[config.mk]
export PLATFORM = sky130hd
export DESIGN_NAME = pll_lock_sequencer_flat
export DESIGN_NICKNAME = d
export VERILOG_FILES = /design/src/rtl/pll_lock_sequencer_if.sv /design/src/rtl/pll_lock_sequencer.sv /design/src/flat_wrapper.sv
export SDC_FILE = /design/constraint.sdc
export NUM_CORES = 1
export LEC_CHECK = 0
export CELL_PAD_IN_SITES_DETAIL_PLACEMENT = 1
export CELL_PAD_IN_SITES_GLOBAL_PLACEMENT = 1
export CORE_MARGIN = 4
export CORE_UTILIZATION = 45
export DETAILED_ROUTE_END_ITERATION = 12
export PLACE_DENSITY = 0.91
export RECOVER_POWER = 50
export SLEW_MARGIN = 20
export SYNTH_ARGS = -nofsm -noshare
export SYNTH_HDL_FRONTEND = slang
export SYNTH_SLANG_ARGS = --single-unit
[constraint.sdc]
create_clock -name clk -period 2.4 [get_ports clk]
set_input_delay 0.24 -clock clk [delete_from_list [all_inputs] [get_ports clk]]
set_output_delay 0.24 -clock clk [all_outputs]
set_load 0.02 [all_outputs]
[src/rtl/pll_lock_sequencer_if.sv]
// Signal bundle between the PLL lock sequencer and the PLL / clkout-domain logic.
// The sequencer takes the master side; the PLL and its consumers take the slave side.
interface pll_lock_sequencer_if;
    logic       pll_lock_in;
    logic       restart_req;
    logic       pll_reset;
    logic       downstream_reset;
    logic       ready;
    logic       fail;
    logic [3:0] retry_count;
    logic [7:0] lock_loss_count;

    modport master (
        input  pll_lock_in,
        input  restart_req,
        output pll_reset,
        output downstream_reset,
        output ready,
        output fail,
        output retry_count,
        output lock_loss_count
    );

    modport slave (
        output pll_lock_in,
        output restart_req,
        input  pll_reset,
        input  downstream_reset,
        input  ready,
        input  fail,
        input  retry_count,
        input  lock_loss_count
    );
endinterface

[src/rtl/pll_lock_sequencer.sv]
// PLL reset / lock sequencer on the free-running board clock.
// Pulses the PLL reset, waits for lock, requires lock to stay stable before
// releasing the downstream reset, retries on timeout and latches a fail state
// after too many timeouts. Loss of lock while running re-asserts the
// downstream reset immediately and re-acquires.
module pll_lock_sequencer #(
    parameter int unsigned RESET_CYCLES  = 32,
    parameter int unsigned LOCK_TIMEOUT  = 27000,
    parameter int unsigned STABLE_CYCLES = 2700,
    parameter int unsigned MAX_RETRIES   = 7
) (
    input  logic                 clk,
    input  logic                 reset,
    pll_lock_sequencer_if.master seq
);

    localparam int unsigned MAX_A   = (RESET_CYCLES > LOCK_TIMEOUT) ? RESET_CYCLES : LOCK_TIMEOUT;
    localparam int unsigned MAX_CNT = (MAX_A > STABLE_CYCLES) ? MAX_A : STABLE_CYCLES;
    // The counter only ever reaches MAX_CNT-1 before a state change clears it.
    localparam int unsigned CNT_W   = (MAX_CNT > 1) ? $clog2(MAX_CNT) : 1;

    typedef enum logic [2:0] {
        ST_RESET_PLL = 3'd0,
        ST_WAIT_LOCK = 3'd1,
        ST_STABILIZE = 3'd2,
        ST_RUN       = 3'd3,
        ST_FAIL      = 3'd4
    } state_t;

    state_t           state;
    state_t           next_state;
    logic [CNT_W-1:0] cnt;
    logic             lock_sync_p0;
    logic             lock_sync_p1;
    logic             lock_s;

    logic             cnt_clr;
    logic             retry_inc;
    logic             retry_clr;
    logic             loss_inc;

    logic             pll_reset_d;
    logic             downstream_reset_d;
    logic             ready_d;
    logic             fail_d;

    logic             pll_reset_q;
    logic             downstream_reset_q;
    logic             ready_q;
    logic             fail_q;
    logic [3:0]       retry_count_q;
    logic [7:0]       lock_loss_count_q;

    assign lock_s = lock_sync_p1;

    // Two-flop synchronizer bringing the asynchronous PLL lock into clk.
    always_ff @(posedge clk or posedge reset) begin
        if (reset) begin
            lock_sync_p0 <= 1'b0;
            lock_sync_p1 <= 1'b0;
        end else begin
            lock_sync_p0 <= seq.pll_lock_in;
            lock_sync_p1 <= lock_sync_p0;
        end
    end

    // Next-state logic; restart outranks lock loss and timeout.
    always_comb begin
        next_state = state;
        retry_inc  = 1'b0;
        retry_clr  = 1'b0;
        loss_inc   = 1'b0;
        cnt_clr    = 1'b0;
        if (seq.restart_req) begin
            next_state = ST_RESET_PLL;
            cnt_clr    = 1'b1;
            retry_clr  = 1'b1;
        end else begin
            case (state)
                ST_RESET_PLL: begin
                    if (cnt == CNT_W'(RESET_CYCLES - 1)) begin
                        next_state = ST_WAIT_LOCK;
                    end
                end
                ST_WAIT_LOCK: begin
                    // A lock seen on the timeout cycle still wins.
                    if (lock_s) begin
                        next_state = ST_STABILIZE;
                    end else if (cnt == CNT_W'(LOCK_TIMEOUT - 1)) begin
                        if (retry_count_q == 4'(MAX_RETRIES)) begin
                            next_state = ST_FAIL;
                        end else begin
                            retry_inc  = 1'b1;
                            next_state = ST_RESET_PLL;
                        end
                    end
                end
                ST_STABILIZE: begin
                    // A dropout here is not a retry; the lock timeout simply restarts.
                    if (!lock_s) begin
                        next_state = ST_WAIT_LOCK;
                    end else if (cnt == CNT_W'(STABLE_CYCLES - 1)) begin
                        next_state = ST_RUN;
                    end
                end
                ST_RUN: begin
                    if (!lock_s) begin
                        next_state = ST_RESET_PLL;
                        loss_inc   = 1'b1;
                        retry_clr  = 1'b1;
                    end
                end
                ST_FAIL: begin
                    next_state = ST_FAIL;
                end
                default: begin
                    next_state = ST_RESET_PLL;
                end
            endcase
        end
    end

    // Moore output decode of the upcoming state, registered below so outputs are glitch-free.
    always_comb begin
        pll_reset_d        = (next_state == ST_RESET_PLL);
        downstream_reset_d = (next_state != ST_RUN);
        ready_d            = (next_state == ST_RUN);
        fail_d             = (next_state == ST_FAIL);
    end

    // State and output registers; the resets assert asynchronously and release on clk.
    always_ff @(posedge clk or posedge reset) begin
        if (reset) begin
            state              <= ST_RESET_PLL;
            pll_reset_q        <= 1'b1;
            downstream_reset_q <= 1'b1;
            ready_q            <= 1'b0;
            fail_q             <= 1'b0;
        end else begin
            state              <= next_state;
            pll_reset_q        <= pll_reset_d;
            downstream_reset_q <= downstream_reset_d;
            ready_q            <= ready_d;
            fail_q             <= fail_d;
        end
    end

    // Shared phase timer plus the retry and saturating lock-loss counters.
    always_ff @(posedge clk or posedge reset) begin
        if (reset) begin
            cnt               <= '0;
            retry_count_q     <= '0;
            lock_loss_count_q <= '0;
        end else begin
            if (cnt_clr || (next_state != state)) begin
                cnt <= '0;
            end else if ((state == ST_RESET_PLL) || (state == ST_WAIT_LOCK) ||
                         (state == ST_STABILIZE)) begin
                cnt <= cnt + CNT_W'(1);
            end

            if (retry_clr) begin
                retry_count_q <= '0;
            end else if (retry_inc) begin
                retry_count_q <= retry_count_q + 4'd1;
            end

            if (loss_inc && (lock_loss_count_q != 8'hFF)) begin
                lock_loss_count_q <= lock_loss_count_q + 8'd1;
            end
        end
    end

    assign seq.pll_reset        = pll_reset_q;
    assign seq.downstream_reset = downstream_reset_q;
    assign seq.ready            = ready_q;
    assign seq.fail             = fail_q;
    assign seq.retry_count      = retry_count_q;
    assign seq.lock_loss_count  = lock_loss_count_q;

endmodule
[src/flat_wrapper.sv]
// flat-port wrapper written by rule: the top's interface ports become plain ports
module pll_lock_sequencer_flat 
#(
    parameter int unsigned RESET_CYCLES  = 32,
    parameter int unsigned LOCK_TIMEOUT  = 27000,
    parameter int unsigned STABLE_CYCLES = 2700,
    parameter int unsigned MAX_RETRIES   = 7
)
  (clk, reset, seq_pll_lock_in, seq_restart_req, seq_pll_reset, seq_downstream_reset, seq_ready, seq_fail, seq_retry_count, seq_lock_loss_count);
  pll_lock_sequencer_if seq_i ();
  input  logic clk;
  input  logic reset;
  input wire logic [$bits(seq_i.pll_lock_in)-1:0] seq_pll_lock_in;
  input wire logic [$bits(seq_i.restart_req)-1:0] seq_restart_req;
  output wire logic [$bits(seq_i.pll_reset)-1:0] seq_pll_reset;
  output wire logic [$bits(seq_i.downstream_reset)-1:0] seq_downstream_reset;
  output wire logic [$bits(seq_i.ready)-1:0] seq_ready;
  output wire logic [$bits(seq_i.fail)-1:0] seq_fail;
  output wire logic [$bits(seq_i.retry_count)-1:0] seq_retry_count;
  output wire logic [$bits(seq_i.lock_loss_count)-1:0] seq_lock_loss_count;
  assign seq_i.pll_lock_in = seq_pll_lock_in;
  assign seq_i.restart_req = seq_restart_req;
  assign seq_pll_reset = seq_i.pll_reset;
  assign seq_downstream_reset = seq_i.downstream_reset;
  assign seq_ready = seq_i.ready;
  assign seq_fail = seq_i.fail;
  assign seq_retry_count = seq_i.retry_count;
  assign seq_lock_loss_count = seq_i.lock_loss_count;
  pll_lock_sequencer #(.RESET_CYCLES(RESET_CYCLES), .LOCK_TIMEOUT(LOCK_TIMEOUT), .STABLE_CYCLES(STABLE_CYCLES), .MAX_RETRIES(MAX_RETRIES)) u_core (.clk(clk), .reset(reset), .seq(seq_i));
endmodule
==> results.json, run 1 <==
{
  "dr_total_vias": 1458,
  "synth-seq-cells": 36,
  "cts_buffers": 5,
  "path_clk_slew_ps": 70,
  "status": "completed",
  "routed_wl_um": 4330,
  "fillCellCount": 452,
  "stdcell_area_mm2": 0.002291,
  "gp_congestion": 0.8142,
  "fmax_ghz": 0.4501,
  "maxSlewHeadroom_pct": 42.05,
  "critPathLaunch": "u_core.cnt[0]",
  "cpMaxStageDelayCell": "a211o_2",
  "critical-path-max-stage-delay_ps": 500,
  "antenna_found_initial": 0,
  "synthCells": 182,
  "clock_latency_ps": 290,
  "ios": 20,
  "worst_setup_path_start_kind": "flip-flop",
  "tightest_slew_ps": 869.2,
  "rsz0062_at_grt": "false",
  "synth_most_common_cell": "dfrtp_1",
  "synth.distinct_cells": 46,
  "fin_util_pct": 55.67,
  "n_antenna_cell": 0,
  "crit_fanout": 13,
  "port-buffer-count": 19,
  "die-area_mm2": 0.005520,
  "drv_cap": 0,
  "place_area_mm2": 0.002205,
  "syn-num-nets": 189,
  "avgRoutedWirePerCell_um": 16.85,
  "reg2reg_depth": 6,
  "min_path_cells": 0,
  "placed_cells": 249,
  "worstPathRequired_ps": 2600,
  "fin_nets": 213,
  "root_buffer": "clkbuf_8",
  "clk_path_buf_depth": 2,
  "htreeDepth": 2,
  "hold_ws_ps": 358.6,
  "fin_cells": 257,
  "dp_hpwl_um": 3177,
  "p_leak_nw": 0.9577,
  "synth-main-ff-cell": "dfrtp_1",
  "synth-warning-count": 0,
  "yosysTopAreaCell": "dfrtp_1",
  "vias_per_cell": 5.673,
  "p_per_area_mw_per_mm2": 480.5,
  "grt_overflow": 0,
  "die_x_um": 74.30,
  "firstDrtPassIters": 2,
  "cts_tree": "built",
  "finalPower_mw": 1.101,
  "min_period_over_period_pct": 92.57,
  "grt_max_degree": 37,
  "synth_top_area_share_pct": 43.01,
  "ys_seq_area_share_pct": 45.67,
  "worstSetupPathType": "reg2reg",
  "post-place-ws_ps": 39.70,
  "setup_viol": 0,
  "slew_viol_final": 0,
  "grt_pass1_vias": 1565,
  "gr-usage-met3_pct": 4.730,
  "syn_avg_cell_area_um2": 10.87,
  "synth-edff-count": 0,
  "critPathCaptureType": "flip-flop",
  "track_usage_pct": 18.25,
  "start_util_pct": 48.07,
  "async_flop_share_pct": 100.0,
  "grt.busiest_layer": "met2",
  "grt_pass1_wl_um": 7665,
  "netlist_area_mm2": 0.001978,
  "postRouteAntennaNets": 0,
  "finalCriticalPeriod_ps": 2222,
  "min_path_type": "reg2reg",
  "syn_to_final_growth_pct": 15.81,
  "final-hold-violation-count": 0,
  "drc": 0,
  "timing.rr.start": "u_core.cnt[0]",
  "rows": 23,
  "worstPathCellList": "ha_1 > nand4bb_4 > o41ai_2 > o211ai_1 > a211o_2 > a211oi_1",
  "worstHoldStart": "u_core.lock_sync_p0",
  "core-area_mm2": 0.004115,
  "worst_ep_arrival_time_ps": 2420,
  "fin_ws_ps": 178.3,
  "fin_skew_ps": 7.801,
  "die_h_um": 74.30,
  "met1_usage_pct": 24.98,
  "drive_gt1_share_pct": 17.87,
  "setup_tns_ps": 0,
  "cts_num_sinks": 36,
  "drtIter0Drc": 93,
  "netlist_top_cells_count": "dfrtp_1, nand2_1, nand3_1, nor2_1",
  "grt_use_met2_pct": 28.54,
  "ir_drop_mv": 0.3262,
  "synth_area_leaders": "dfrtp_1, a211oi_2, xnor2_1"
}
-- critical path, delay by kind of cell (launching register included) --
family                     cells  cell delay (ps)
AOI/OAI and AO/OA              4             1280
and+or+nand+nor                1              150
adders and majority gates      1              300
DFF                            1              390
-- routing by layer --
layer / vias to the layer above / part of all wire (%)
li1: 699 / -
met1: 732 / 46
met2: 20 / 49
met3: 7 / 3.3
met4: 0 / 1.3
met5: - / 0
-- state kept, by name, indices dropped and copies added, names as in the netlist, 3 cells and up --
| name | flops |
|---|---|
| u_core.seq.retry_count | 4 |
| u_core.state | 3 |
| u_core.seq.lock_loss_count | 8 |
| u_core.cnt | 15 |
-- what timing repair did --
action / in CTS / in global routing
resized for setup: 0 / 1
setup buffers: 0 / 0
hold buffers: 0 / 0
setup endpoints to repair: 0 / 9
-- final cells by class --
| class | instances | area (µm²) | share of cell area (%) |
|---|---|---|---|
| repair buffers | 24 | 225.2 | 9.831 |
| multi-input cells | 133 | 988.4 | 43.15 |
| inverters | 6 | 23.77 | 1.038 |
| flip-flops and latches | 36 | 903.4 | 39.43 |
| clock buffers | 5 | 68.82 | 3.004 |
| well taps | 50 | 62.56 | 2.731 |
| clock inverters | 3 | 18.77 | 0.8192 |
-- path summary, 6_finish.rpt --
| kind | endpoint | slack, ps |
|---|---|---|
| max | u_core.cnt[14] | 180 |
| min | u_core.lock_s | 360 |
| max reg2reg | u_core.cnt[14] | 180 |
| min reg2reg | u_core.lock_s | 360 |
| max in group asynchronous | u_core.cnt[8] | 1210 |
| min in group asynchronous | u_core.lock_s | 640 |
-- cell families after synthesis --
| group | after synthesis | share of synthesized area [%] |
|---|---|---|
| XOR/XNOR | 24 | 10.63 |
| buffers and inverters | 13 | 4.427 |
| multiplexers | 2 | 1.075 |
| AO/OA/AOI/OAI | 27 | 13.22 |
| adder cells (fa/ha/maj) | 3 | 1.898 |
| flip-flops | 36 | 45.67 |
| AND/OR/NAND/NOR | 77 | 23.09 |
-- where the power goes --
part	switching [mW]	internal [mW]	leakage (nW)
Combinational	0.0350	0.0183	0.423
Sequential	0.00771	0.613	0.487
Clock	0.224	0.202	0.0479
-- layout by cell type, fill, tap and decap left out, types with 5 or more instances in the layout --
master           count
inv_1                5
clkbuf_8             5
clkdlybuf4s50_1     12
xor2_1              12
xnor2_1             12
nand3_1             13
dlygate4sd3_1        7
nand4_1              6
nor2_1              13
dfrtp_1             34
a211oi_2            10
nand2_1             13
Note: power is estimated with default switching activity, not from simulation.
==> inputs of run 2 (changes only) <==
--- a/config.mk
+++ b/config.mk
@@ -10,7 +10,7 @@
 export CORE_MARGIN = 4
 export CORE_UTILIZATION = 45
 export DETAILED_ROUTE_END_ITERATION = 12
-export PLACE_DENSITY = 0.91
+export PLACE_DENSITY = 0.82
 export RECOVER_POWER = 50
 export SLEW_MARGIN = 20
 export SYNTH_ARGS = -nofsm -noshare
==> run 2 against run 1 <==
Net effect: sequential share of layout area is 1.1 points lower; critical path depth stayed put; global-route usage is 1.5 points higher; clock skew is 1.7 ps lower; register-to-register slack hardly changed; sequential power hardly changed; final cell count is 0.39% lower; core utilization is 1.6 points higher; die area stayed put; largest cell class unchanged.
==> results.json, run 2 (synthesis gave the netlist of run 1 again) <==
{
  "worst_ep_arrival_time_ps": 2430,
  "routed_wl_um": 4679,
  "setup_tns_ps": 0,
  "cts_tree": "built",
  "die_h_um": 74.30,
  "grt_overflow": 0,
  "status": "completed",
  "grt_pass1_wl_um": 8142,
  "p_leak_nw": 0.9828,
  "rows": 23,
  "cts_setup_buffers": 0,
  "ir_drop_mv": 0.3534,
  "maxSlewHeadroom_pct": 42.56,
  "worstPathRequired_ps": 2600,
  "ios": 20,
  "hold_buffers": 0,
  "min_period_over_period_pct": 93.16,
  "fin_ws_ps": 164.2,
  "critical-path-max-stage-delay_ps": 510,
  "drive_gt1_share_pct": 17.48,
  "post-place-ws_ps": 87.21,
  "setup_viol": 0,
  "min_path_type": "reg2reg",
  "core-area_mm2": 0.004115,
  "fin_nets": 212,
  "track_usage_pct": 19.77,
  "vias_per_cell": 5.715,
  "drtIter0Drc": 51,
  "start_util_pct": 48.07,
  "grt_max_degree": 37,
  "p_per_area_mw_per_mm2": 602.5,
  "crit_fanout": 13,
  "final_cell_mix": "dfrtp_1, nand2_1, nand3_1, nor2_1",
  "largest_reg_flops": 15,
  "critPathCaptureType": "flip-flop",
  "port-buffer-count": 19,
  "met1_usage_pct": 24.68,
  "final-hold-violation-count": 0,
  "n_antenna_cell": 0,
  "finalCriticalPeriod_ps": 2236,
  "cts_buffers": 5,
  "drc": 0,
  "htreeDepth": 2,
  "die-area_mm2": 0.005520,
  "grt_use_met2_pct": 33.37,
  "postRouteAntennaNets": 0,
  "fmax_ghz": 0.4473,
  "grt_pass1_vias": 1625,
  "path_clk_slew_ps": 70,
  "cpMaxStageDelayCell": "a211o_2",
  "firstDrtPassIters": 4,
  "gp_congestion": 0.8198,
  "syn_to_final_growth_pct": 19.04,
  "root_buffer": "clkbuf_8",
  "worstPathCellList": "ha_1 > nand4bb_4 > o41ai_2 > o211ai_1 > a211o_2 > a211oi_1",
  "clk_path_buf_depth": 2,
  "critPathTopFamily": "compound AO/OA/AOI/OAI gates",
  "antenna_found_initial": 0,
  "slew_viol_final": 0,
  "top_register": "u_core.cnt",
  "drv_cap": 0,
  "cts_num_sinks": 36,
  "rsz0062_at_grt": "false",
  "gr-usage-met3_pct": 4.459,
  "fin_skew_ps": 6.058,
  "grt.busiest_layer": "met2",
  "path_buf_inv": 0,
  "worstSetupPathType": "reg2reg",
  "layout_commonest_cell": "dfrtp_1",
  "tightest_slew_ps": 861.6,
  "dp_hpwl_um": 3377,
  "fillCellCount": 449,
  "dr_total_vias": 1463,
  "clock_latency_ps": 300,
  "worst_setup_path_start_kind": "flip-flop",
  "die_x_um": 74.30,
  "avgRoutedWirePerCell_um": 18.28
}
## run 2: changes by cell type in the layout (fill, tap and decap cells not counted), sizes merged
cell    change
bufinv      +3
clkinv      -3
buf         -1
## run 2: where the power goes
group | switching, mW | total, mW | internal [mW]
Sequential | 0.00983 | 0.623 | 0.613
Clock | 0.225 | 0.745 | 0.520
Combinational | 0.0335 | 0.0507 | 0.0171
Total | 0.268 | 1.42 | 1.15
## run 2: final timing paths
check                                    start                       endpoint  slack (ps)  depth (start not counted)
max                              u_core.cnt[0]                  u_core.cnt[8]         160                          6
min in group asynchronous                reset  u_core.seq.lock_loss_count[0]         650                          3
max in group asynchronous                reset      u_core.seq.retry_count[3]        1220                          3
min                        u_core.lock_sync_p0                  u_core.lock_s         370                          0
min reg2reg                u_core.lock_sync_p0                  u_core.lock_s         370                          0
max reg2reg                      u_core.cnt[0]                  u_core.cnt[8]         160                          6
## run 2: layout make-up
class                   count  area, µm²  area share (%)
clock buffers               5      68.82           2.922
clock inverters             3      90.09           3.826
inverters                   6      23.77           1.010
multi-input cells         133      988.4           41.98
flip-flops and latches     36      903.4           38.36
well taps                  50      62.56           2.657
repair buffers             23      217.7           9.245
## run 2: per-layer routing
metal,vias to the layer above,wire length [µm]
met5,-,0
met3,7,128
met2,22,2384
li1,698,-
met4,0,105
met1,736,2061
## run 2: metrics by stage
step	total power, mW	cell area, µm²	util, %	hold WS [ps]	cells
floorplan	0.6684	1978	-	271.4	182
global placement	0.6834	2197	53.39	332.7	248
detailed placement	0.6881	2197	53.39	354.7	248
CTS	1.439	2356	57.25	363.4	256
global route	1.478	2355	57.22	378.4	256
finish	1.419	2355	57.22	366.5	256
## run 2: repair_timing
item / CTS / global route
resized for setup: 0 / 1
endpoints found under the hold margin: 0 / 0
setup endpoints to repair: 0 / 13
==> inputs of run 3 (changes only) <==
--- a/config.mk
+++ b/config.mk
@@ -10,6 +10,7 @@
 export CORE_MARGIN = 4
 export CORE_UTILIZATION = 45
 export DETAILED_ROUTE_END_ITERATION = 12
+export GPL_TIMING_DRIVEN = 0
 export PLACE_DENSITY = 0.82
 export RECOVER_POWER = 50
 export SLEW_MARGIN = 20
==> run 3 against run 2 <==
Net effect: die area unchanged; clock skew down 2.1 ps; worst setup slack better by 33 ps; maximum frequency up 1.5%; first-iteration DRC count up 33%; critical path depth up 1; largest cell class unchanged; worst hold slack worse by 13 ps; flip-flop and latch count unchanged; cell area down 0.74%; core utilization down 0.43 points; non-clock buffer count up 3; power down 14%.
==> results.json, run 3 (synthesis gave the netlist of run 1 again) <==
{
  "grt_overflow": 0,
  "antenna_found_initial": 0,
  "fin_nets": 215,
  "slew_viol_final": 0,
  "p_per_area_mw_per_mm2": 523.7,
  "critPathCaptureType": "flip-flop",
  "ir_drop_mv": 0.2688,
  "root_buffer": "clkbuf_8",
  "grt_max_degree": 37,
  "die_x_um": 74.30,
  "grt_pass1_wl_um": 8204,
  "postRouteAntennaNets": 0,
  "cts_setup_buffers": 0,
  "fillCellCount": 455,
  "maxSlewHeadroom_pct": 7.376,
  "htreeDepth": 2,
  "drc": 0,
  "core-area_mm2": 0.004115,
  "regArea_um2": 903.4,
  "fin_skew_ps": 3.991,
  "fmax_ghz": 0.4541,
  "worstPathRequired_ps": 2610,
  "path_clk_slew_ps": 80,
  "layout_commonest_cell": "dfrtp_1",
  "track_usage_pct": 19.44,
  "final_cell_mix": "dfrtp_1, nand2_1, nand3_1, nor2_1",
  "firstDrtPassIters": 4,
  "top_register": "u_core.cnt",
  "tightest_slew_ps": 1388,
  "stdcell_area_mm2": 0.002337,
  "finalCriticalPeriod_ps": 2202,
  "post-place-ws_ps": 150.5,
  "setup_viol": 0,
  "final-hold-violation-count": 0,
  "grt_pass1_vias": 1605,
  "worst_setup_path_start_kind": "flip-flop",
  "multi_input_area_um2": 989.7,
  "n_antenna_cell": 0,
  "fin_ws_ps": 197.6,
  "status": "completed",
  "routed_wl_um": 4653,
  "start_util_pct": 48.07,
  "drv_cap": 0,
  "gp_congestion": 0.9094,
  "setup_tns_ps": 0,
  "avgRoutedWirePerCell_um": 17.97,
  "clk_path_buf_depth": 2,
  "die-area_mm2": 0.005520,
  "dp_hpwl_um": 3296,
  "cts_num_sinks": 36,
  "worstSetupPathType": "reg2reg",
  "die_h_um": 74.30,
  "crit_fanout": 10,
  "p_leak_nw": 0.9739,
  "place_area_mm2": 0.002231,
  "hold_ws_ps": 353.9,
  "finalPower_mw": 1.224,
  "rows": 23,
  "clock_latency_ps": 290,
  "min_period_over_period_pct": 91.76,
  "largest_reg_flops": 15,
  "cts_tree": "built",
  "cts_buffers": 5,
  "dr_total_vias": 1473,
  "ios": 20,
  "drtIter0Drc": 68,
  "syn_to_final_growth_pct": 18.15,
  "min_path_type": "reg2reg",
  "port-buffer-count": 19,
  "worst_ep_arrival_time_ps": 2410,
  "vias_per_cell": 5.687,
  "drive_gt1_share_pct": 18.18,
  "rsz0062_at_grt": "false"
}
[run 3: cell types whose count changed in the layout (fill, tap and decap cells not counted), sizes merged]
cell / previous run / this run
clkinv: 1 / 2
buf: 3 / 5
clkbuf: 6 / 7
bufinv: 3 / 1
clkinvlp: 0 / 1
[run 3: final cells by class]
class | instances | area share [%]
Buffer | 7 | 2.409
Clock buffer | 5 | 2.944
Clock inverter | 3 | 1.820
Inverter | 6 | 1.017
Multi-Input combinational cell | 133 | 42.34
Sequential cell | 36 | 38.65
Tap cell | 50 | 2.677
Timing Repair Buffer | 19 | 8.137
[run 3: final timing paths]
check | cells past startpoint | end | start | slack (ps)
max in group asynchronous | 2 | u_core.seq.retry_count[1] | reset | 800
worst min register to register | 0 | u_core.lock_s | u_core.lock_sync_p0 | 350
worst max register to register | 7 | u_core.cnt[13] | u_core.cnt[0] | 200
worst max-delay path | 7 | u_core.cnt[13] | u_core.cnt[0] | 200
worst min-delay path | 0 | u_core.lock_s | u_core.lock_sync_p0 | 350
min in group asynchronous | 2 | u_core.cnt[0] | reset | 790
[run 3: what timing repair did]
action                                  in CTS  in global routing
endpoints found under the setup margin       0                  2
hold buffers                                 0                  0
gates resized for setup                      0                  1
[run 3: layer usage]
metal  vias to the layer above  global-route usage [%]  wire (µm)
met3                        12                   4.189        113
met4                         0                   6.126         81
met5                         -                       0          0
met1                       735                   26.38       2198
met2                        21                   31.20       2260
li1                        705                       -          -
[run 3: report_power, final]
part / internal (mW) / switching (mW) / total, mW
registers: 0.613 / 0.00636 / 0.619
logic: 0.0193 / 0.0383 / 0.0576
clock network: 0.308 / 0.239 / 0.547
total: 0.940 / 0.284 / 1.22
[run 3: per-stage QoR]
| stage | utilization (%) | cells |
|---|---|---|
| after floorplan | - | 182 |
| after detailed placement | 54.21 | 251 |
| after global placement | 54.21 | 251 |
| after CTS | 56.92 | 259 |
| after global routing | 56.80 | 259 |
| final | 56.80 | 259 |
[run 3: worst max-delay path, stage by stage (launching register included)]
cell and delay [ps]:
dfrtp_1 390, ha_2 270, nand4bb_4 150, o41ai_2 370, o211ai_1 190, a211o_1 370
buf_6 180, a211oi_2 190
